<file path="src/rtl/bank64k_arbiter.sv">
// Write/read round-robin arbiter for one shared 64-bit x 1024 BRAM bank.
// Define BANK_ARB_COLL_STALL_EN to stall reads that hit the address being written.
module bank64k_arbiter #(
    parameter int A     = 10,
    parameter int RDLAT = 1
) (
    input  logic           clk,
    input  logic           rst,
    input  logic [2:0]     wr_req,
    input  logic [2:0]     wr_lock,
    input  logic [3*A-1:0] wr_addr,
    output logic [2:0]     wr_gnt,
    input  logic [2:0]     rd_req,
    input  logic [3*A-1:0] rd_addr,
    output logic [2:0]     rd_gnt,
    output logic [2:0]     rd_vld,
    output logic           bank_wr_en,
    output logic [A-1:0]   bank_wr_addr,
    output logic [1:0]     bank_wr_muxcode,
    output logic           bank_rd_en,
    output logic [A-1:0]   bank_rd_addr,
    output logic [1:0]     bank_rd_muxcode
);

    function automatic logic [2:0] rr_pick(input logic [2:0] req,
                                           input logic [1:0] ptr);
        logic [2:0] g;
        int         j;
        g = '0;
        for (int i = 0; i < 3; i++) begin
            j = (int'(ptr) + i) % 3;
            if (g == 3'b000 && req[j]) g[j] = 1'b1;
        end
        return g;
    endfunction

    function automatic logic [1:0] oh2idx(input logic [2:0] g);
        logic [1:0] k;
        k = 2'd0;
        if (g[1]) k = 2'd1;
        if (g[2]) k = 2'd2;
        return k;
    endfunction

    function automatic logic [1:0] ptr_after(input logic [1:0] k);
        return (k == 2'd2) ? 2'd0 : k + 2'd1;
    endfunction

    logic [1:0] wr_ptr_q, wr_ptr_d;
    logic [1:0] rd_ptr_q, rd_ptr_d;
    logic       wr_own_vld_q, wr_own_vld_d;
    logic [1:0] wr_own_q, wr_own_d;

    logic       pv_q [RDLAT];
    logic [1:0] pi_q [RDLAT];

    logic [2:0]   wr_gnt_c;
    logic [1:0]   wr_idx;
    logic [2:0]   rd_win;
    logic [1:0]   rd_idx;
    logic [A-1:0] rd_win_addr;
    logic         coll;

    // A locked owner keeps the port only while it still requests with lock.
    always_comb begin
        wr_gnt_c = rr_pick(wr_req, wr_ptr_q);
        if (wr_own_vld_q && wr_req[wr_own_q] && wr_lock[wr_own_q])
            wr_gnt_c = 3'b001 << wr_own_q;
        if (rst) wr_gnt_c = '0;
    end

    assign wr_idx = oh2idx(wr_gnt_c);

    always_comb begin
        bank_wr_en      = |wr_gnt_c;
        bank_wr_addr    = '0;
        bank_wr_muxcode = 2'b00;
        if (bank_wr_en) begin
            bank_wr_addr    = wr_addr[int'(wr_idx)*A +: A];
            bank_wr_muxcode = wr_idx;
        end
    end

    always_comb begin
        rd_win = rr_pick(rd_req, rd_ptr_q);
        if (rst) rd_win = '0;
    end

    assign rd_idx      = oh2idx(rd_win);
    assign rd_win_addr = rd_addr[int'(rd_idx)*A +: A];

`ifdef BANK_ARB_COLL_STALL_EN
    assign coll = bank_wr_en && (|rd_win) && (rd_win_addr == bank_wr_addr);
`else
    assign coll = 1'b0;
`endif

    always_comb begin
        rd_gnt          = coll ? 3'b000 : rd_win;
        bank_rd_en      = |rd_gnt;
        bank_rd_addr    = '0;
        bank_rd_muxcode = 2'b00;
        if (bank_rd_en) begin
            bank_rd_addr    = rd_win_addr;
            bank_rd_muxcode = rd_idx;
        end
    end

    assign wr_gnt = wr_gnt_c;

    always_comb begin
        wr_ptr_d     = wr_ptr_q;
        wr_own_vld_d = 1'b0;
        wr_own_d     = wr_own_q;
        rd_ptr_d     = rd_ptr_q;
        if (bank_wr_en) begin
            wr_ptr_d     = ptr_after(wr_idx);
            wr_own_vld_d = wr_lock[wr_idx];
            wr_own_d     = wr_idx;
        end
        if (bank_rd_en) rd_ptr_d = ptr_after(rd_idx);
    end

    always_ff @(posedge clk) begin
        if (rst) begin
            wr_ptr_q     <= 2'd0;
            rd_ptr_q     <= 2'd0;
            wr_own_vld_q <= 1'b0;
            wr_own_q     <= 2'd0;
        end else begin
            wr_ptr_q     <= wr_ptr_d;
            rd_ptr_q     <= rd_ptr_d;
            wr_own_vld_q <= wr_own_vld_d;
            wr_own_q     <= wr_own_d;
        end
    end

    // {valid, idx} delay line matching the BRAM read latency.
    always_ff @(posedge clk) begin
        if (rst) begin
            for (int i = 0; i < RDLAT; i++) begin
                pv_q[i] <= 1'b0;
                pi_q[i] <= 2'd0;
            end
        end else begin
            pv_q[0] <= bank_rd_en;
            pi_q[0] <= rd_idx;
            for (int i = 1; i < RDLAT; i++) begin
                pv_q[i] <= pv_q[i-1];
                pi_q[i] <= pi_q[i-1];
            end
        end
    end

    assign rd_vld = pv_q[RDLAT-1] ? (3'b001 << pi_q[RDLAT-1]) : 3'b000;

endmodule

</file>
<file path="config.mk">
export PLATFORM = sky130hd
export DESIGN_NAME = bank64k_arbiter
export DESIGN_NICKNAME = d
export VERILOG_FILES = /design/src/rtl/bank64k_arbiter.sv
export SDC_FILE = /design/constraint.sdc
export NUM_CORES = 1
export LEC_CHECK = 0
export CAP_MARGIN = 20
export CORE_UTILIZATION = 35
export DETAILED_ROUTE_END_ITERATION = 10
export PLACE_DENSITY = 0.84
export SETUP_SLACK_MARGIN = 0.1
export SYNTH_ARGS = -nofsm -noshare
export SYNTH_HDL_FRONTEND = slang
export SYNTH_SLANG_ARGS = --single-unit
</file>
<file path="constraint.sdc">
create_clock -name clk -period 2.4 [get_ports clk]
set_input_delay 0.36 -clock clk [delete_from_list [all_inputs] [get_ports clk]]
set_output_delay 0.36 -clock clk [all_outputs]
set_load 0.01 [all_outputs]
</file>
After elaboration in Yosys (flattened, before gate mapping)
Memory sizes are Yosys's and may differ from the RTL's.
Index checks and enable logic that the tools add are counted.
{"block": "word_totals", "out_inout_bits": 35, "regBits": 7, "wordCells": 129, "in_bits": 71, "latch_bits": 0, "n_memories": 2, "rom_bits": 0, "ramBits": 3}
{"memory": "pi_q", "depth": 1, "word_bits": 2, "rd": 1, "rd_ports_with_merged_regs": 0, "wr": 1, "line_no": "55", "text": "logic [1:0] pi_q [RDLAT];"}
{"memory": "pv_q", "depth": 1, "word_bits": 1, "rd": 1, "rd_ports_with_merged_regs": 0, "wr": 1, "line_no": "54", "text": "logic pv_q [RDLAT];"}
{"block": "classes", "muxes": 63, "shifts": 4, "n_div": 6, "n_eq_ne": 2, "reduce_logical": 21, "bitwise_logic": 5, "addsub": 6, "mul": 2, "n_lt_le_gt_ge": 14}
{"op": "32-bit by 1-bit greater-or-equal comparator with 1-bit output (second input constant)", "n": 6}
{"op": "32-bit by 4-bit less-than comparator with 1-bit output (second input constant)", "n": 6}
{"op": "32-bit by 3-bit remainder unit with 32-bit output (second input constant)", "n": 4}
{"op": "3-bit by 3-bit remainder unit with 32-bit output (second input constant)", "n": 2}
{"op": "30-bit by 7-bit variable part select with 10-bit output", "n": 2}
{"op": "3-bit two-way mux", "n": 10}
{"op": "1-bit two-way mux", "n": 29}
{"op": "10-bit two-way mux", "n": 2}
{"op": "1-bit binary-select mux with 2-bit select", "n": 9}
{"op": "2-bit two-way mux", "n": 7}
{"op": "1-bit demux with 2-bit select", "n": 6}
{"op": "1-bit logical AND", "n": 12}
{"op": "3-bit zero test", "n": 4}
{"op": "3-bit bitwise OR", "n": 4}
{"op": "2-bit by 3-bit multiplier with 5-bit output (second input constant)", "n": 2}
{"op": "2-bit by 1-bit adder with 3-bit output (second input constant)", "n": 2}
{"op": "2-bit by 2-bit adder with 3-bit output (second input constant)", "n": 2}
{"op": "2-bit by 3-bit less-than comparator with 1-bit output (second input constant)", "n": 2}
{"op": "3-bit OR reduction", "n": 2}
{"op": "1-bit by 2-bit << shifter with 3-bit output (first input constant)", "n": 2}
{"op": "2-bit by 1-bit adder with 2-bit output (second input constant)", "n": 2}
{"op": "2-bit == test (second input constant)", "n": 2}
{"op": "2-bit OR reduction", "n": 2}
{"op": "1-bit NOT", "n": 1}
{"op": "1-bit OR reduction", "n": 1}

Depth between registers and ports, before layout
{"block": "depth", "depth_word": 19, "depth_mapped": 10, "depth_no_buf": 8}

Worst setup path after synthesis
Ideal clock, no wire load.
{"block": "synth_path", "path_kind": "reg2out", "from": "reg wr_ptr_q[0]", "to": "out bank_wr_addr[0]", "required_ns": 2.040, "stages_incl_launch_ff": 11, "t_arrival_ns": 2.349, "n_path_buf": 2, "slack_ns": -0.309, "cell_sequence": "dfxtp_1 inv_1 ha_1 buf_4 mux2i_1 or2_1 a211o_1 a311oi_4 buf_6 o211ai_1 a21oi_1"}
{"block": "synth_via", "elab_chain_cells": 19, "word_cells_on_any_way": 46, "cone_classes": "add/sub (2); mul (1); div (3); order compare (6); shift (1); mux (23); bitwise (2); reduce/logical (8)"}
{"element": "from (decl)", "line_no": "49", "text": "logic [1:0] wr_ptr_q, wr_ptr_d;"}
{"element": "from (signal assigned)", "line_no": "131", "text": "wr_ptr_q <= wr_ptr_d;"}
{"element": "branches (longest 11 deep; another with 32-bit by 3-bit remainder unit with 32-bit output)"}
{"element": "3-bit two-way mux (*)", "line_no": "32", "text": "if (g == 3'b000 && req[j]) g[j] = 1'b1;"}
{"element": "3-bit two-way mux (*)", "line_no": "67", "text": "if (wr_own_vld_q && wr_req[wr_own_q] && wr_lock[wr_own_q])"}
{"element": "3-bit two-way mux (*)", "line_no": "69", "text": "if (rst) wr_gnt_c = '0;"}
{"element": "1-bit two-way mux", "line_no": "40", "text": "if (g[1]) k = 2'd1;"}
{"element": "2-bit two-way mux", "line_no": "41", "text": "if (g[2]) k = 2'd2;"}
{"element": "2-bit by 3-bit multiplier with 5-bit output", "line_no": "79", "text": "bank_wr_addr = wr_addr[int'(wr_idx)*A +: A];"}
{"element": "30-bit by 7-bit variable part select with 10-bit output", "line_no": "79"}
{"element": "10-bit two-way mux (*)", "line_no": "78", "text": "if (bank_wr_en) begin"}
{"element": "to (decl)", "line_no": "18", "text": "output logic [A-1:0] bank_wr_addr,"}
Mark *: on every way between the ends. The select of a mux whose other input is x is not followed.

Final worst setup path
{"block": "layout_path", "from": "reg wr_ptr_q[0]", "to": "out bank_wr_addr[7]"}
The elaborated chain is that of the path after synthesis.

==> qor.csv <==
metric,value,unit
status,"finished, violations left",
failed_checks,negative setup slack,
seq_area,188,sq um
combPwrFrac,0.920,
antenna_found_initial,2,
pwr-share-clk,0.032,
gp_congestion,0.863,
reg2regPathDepth,12,
setup_ws,-0.765,ns
grt_pass1_wl,15.0,mm
worstHoldStart,rd_ptr_q[1],
cp-end-kind,output port,
worstPathMaxFanout,5,
wl_per_cell,24.0,microns
core,0.00507,sq mm
yosysMostFrequentCell,a21oi_1,
clock_skew,0.000408,ns
p_per_area,1290,mW/mm^2
synth_area_leaders,"dfxtp_1, a21oi_1, a22oi_1",
grt_util_all_layers,0.355,
yosys_warnings,0,
setup_viol,37,
insertion_delay,0.24,ns
yosys.area.top_type,dfxtp_1,
syn_avg_cell_area,7.15,sq um
die_w,74.6,microns
fill_cells,202,
fmax,316,MHz
viasPerCell,6.53,
clock_path_buffers,2,
dp_hpwl,5.71,mm
r2r_slack,-0.26,ns
crit_type,reg2out,
synthesis.area,0.00184,sq mm
cts_tree,done,
synth_cells,258,
cts_sinks,9,
n_antenna_cell,0,
htreeDepth,1,
whs_path_depth,3,
dieArea,0.00556,sq mm
area_growth,149,%
wl,12.8,mm
power.internal,3130,uW
r2r-end,wr_own_q[0],
drv_slew,0,
die_h,74.6,microns
synth.net_count,337,
clk_pin_slew_worst_paths,0.05,ns
post-place-ws,-1.01,ns
required,2.04,ns
min-delay-path-class,reg2reg,
layout-drive-gt1-share,0.560,
max_stage_delay,0.38,ns
drt_first_pass_iters,6,
nets,544,
p_total,5900,uW
ys_seq_area_frac,0.0977,
grt_setup_unrepaired,yes,
worstMarginPinSlew,0.836,ns
finalCritPeriodShare,1.32,
io_buffer_count,105,
postRouteAntennaNets,0,
cts.hold.buffers_added,0,
synth_flop_cell,dfxtp_1,
grt_max_degree,20,
multi_input_area,0.00212,sq mm
synth_seq_cells,9,
fin_crit,3.17,ns
crit_chain,"inv_2, ha_4, mux2i_4, or2_4, a211o_1, a311oi_4, buf_6, clkbuf_16, o211ai_1, a21oi_2, buf_2",
synth_edf_count,0,
rows,26,
switching_share,0.469,
yosysUniqueCellTypes,48,
hold_violations,0,
leakagePower,0.00181,uW
vdd_drop_max,0.000696,V
crit_path_start,wr_ptr_q[0],
root_buffer,clkbuf_8,
slew_headroom,0.440,
num_vias,3489,
p_seq_frac,0.048,
p_switching,2770,uW
drtIter0Drc,517,
slowest_stage,a311oi_4,
cap_viol_max_count,0,
netlist.area_leader.share,0.0977,
grt_pass1_vias,3016,
ys_top_cells_by_count,"a21oi_1, nor3_1, a22oi_1",
gr-total-overflow,0,
start_util,0.363,
cp_data_arrival_time,2.81,ns
whs_endpoint,rd_ptr_q[1],
synthArstFlopShare,0,
r2r-start,wr_own_q[0],
cts_inserted_buffers,3,
route.detailed.drc,0,
critPathLaunchType,flop,
num_io_pins,106,
==> flip-flops by register name, summed over array words and instances (netlist names) <==
register,cells
pi_q,2
pv_q,1
rd_ptr_q,2
wr_own_q,2
wr_own_vld_q,1
wr_ptr_q,1
==> power by group through the flow <==
stage | clock network, uW | registers, uW | logic (uW)
final | 190 | 285 | 5430
after global placement | 0 | 255 | 3300
after global routing | 199 | 288 | 5630
after CTS | 178 | 271 | 4420
after floorplan | 0 | 244 | 1820
after detailed placement | 0 | 262 | 3360
==> routing by layer <==
layer | wire length, microns | global-route usage
met5 | 0 | 0
met4 | 732 | 0.0964
met3 | 1490 | 0.0678
met2 | 5900 | 0.614
met1 | 4700 | 0.448
==> stage by stage <==
step / setup TNS, ns / instances / cell area (sq um) / util / hold WS (ns)
finish: -18.55 / 534 / 4590 / 0.904 / 0.673
detailed placement: -26.05 / 478 / 3540 / 0.697 / 0.585
global route: -20.46 / 534 / 4590 / 0.904 / 0.694
floorplan: -2.07 / 258 / 2000 / - / 0.501
CTS: -12.47 / 522 / 4240 / 0.835 / 0.588
global placement: -22.96 / 478 / 3540 / 0.697 / 0.562
==> worst max path at each step <==
stage	end	cells past startpoint	slack [ns]
floorplan	bank_wr_addr[0]	10	-0.20
global route	bank_wr_addr[0]	10	-0.89
CTS	bank_wr_en	12	-0.61
detailed placement	bank_wr_addr[7]	9	-1.01
global placement	bank_wr_addr[1]	10	-0.92
finish	bank_wr_addr[7]	11	-0.77
==> placed cells by master (no fill, tap or decap), types with 10 or more instances in the layout <==
cell             count
nor3b_1             12
a22oi_1             10
buf_2               22
buf_4               73
a21oi_1             10
nand3b_1            10
a21oi_2             18
nor3_2              11
buf_6               51
clkdlybuf4s50_1     67
==> logic make-up (layout without fill, tap and decap cells) <==
kind of cell               after synthesis  count (layout)  synth area share
buffers and inverters                   35             241            0.0950
DFF                                      9               9            0.0977
AOI/OAI and AO/OA                      107             107             0.404
muxes                                    9               9            0.0495
adders and majority gates                8               8            0.0543
and+or+nand+nor                         90              90             0.300
==> final cells by class <==
class / count / area share
multi-input cells: 214 / 0.463
inverters: 11 / 0.00955
repair buffers: 226 / 0.458
flip-flops and latches: 9 / 0.0409
clock buffers: 4 / 0.00982
well taps: 70 / 0.0191
==> critical path, delay by kind of cell (launching register included) <==
family          cells  cell delay (ns)
compound gates      4             0.99
buf+inv             4             0.53
flops               1             0.34
simple gates        1             0.26
fa+ha+maj           1             0.24
mux                 1             0.20
==> repair_timing <==
action,in CTS,in global routing
pin swaps,39,36
gates cloned,1,1
setup buffers,43,16
gates resized for setup,241,58
endpoints found under the hold margin,0,0
endpoints found under the setup margin,36,37
Note: power is estimated with default switching activity, not from simulation.
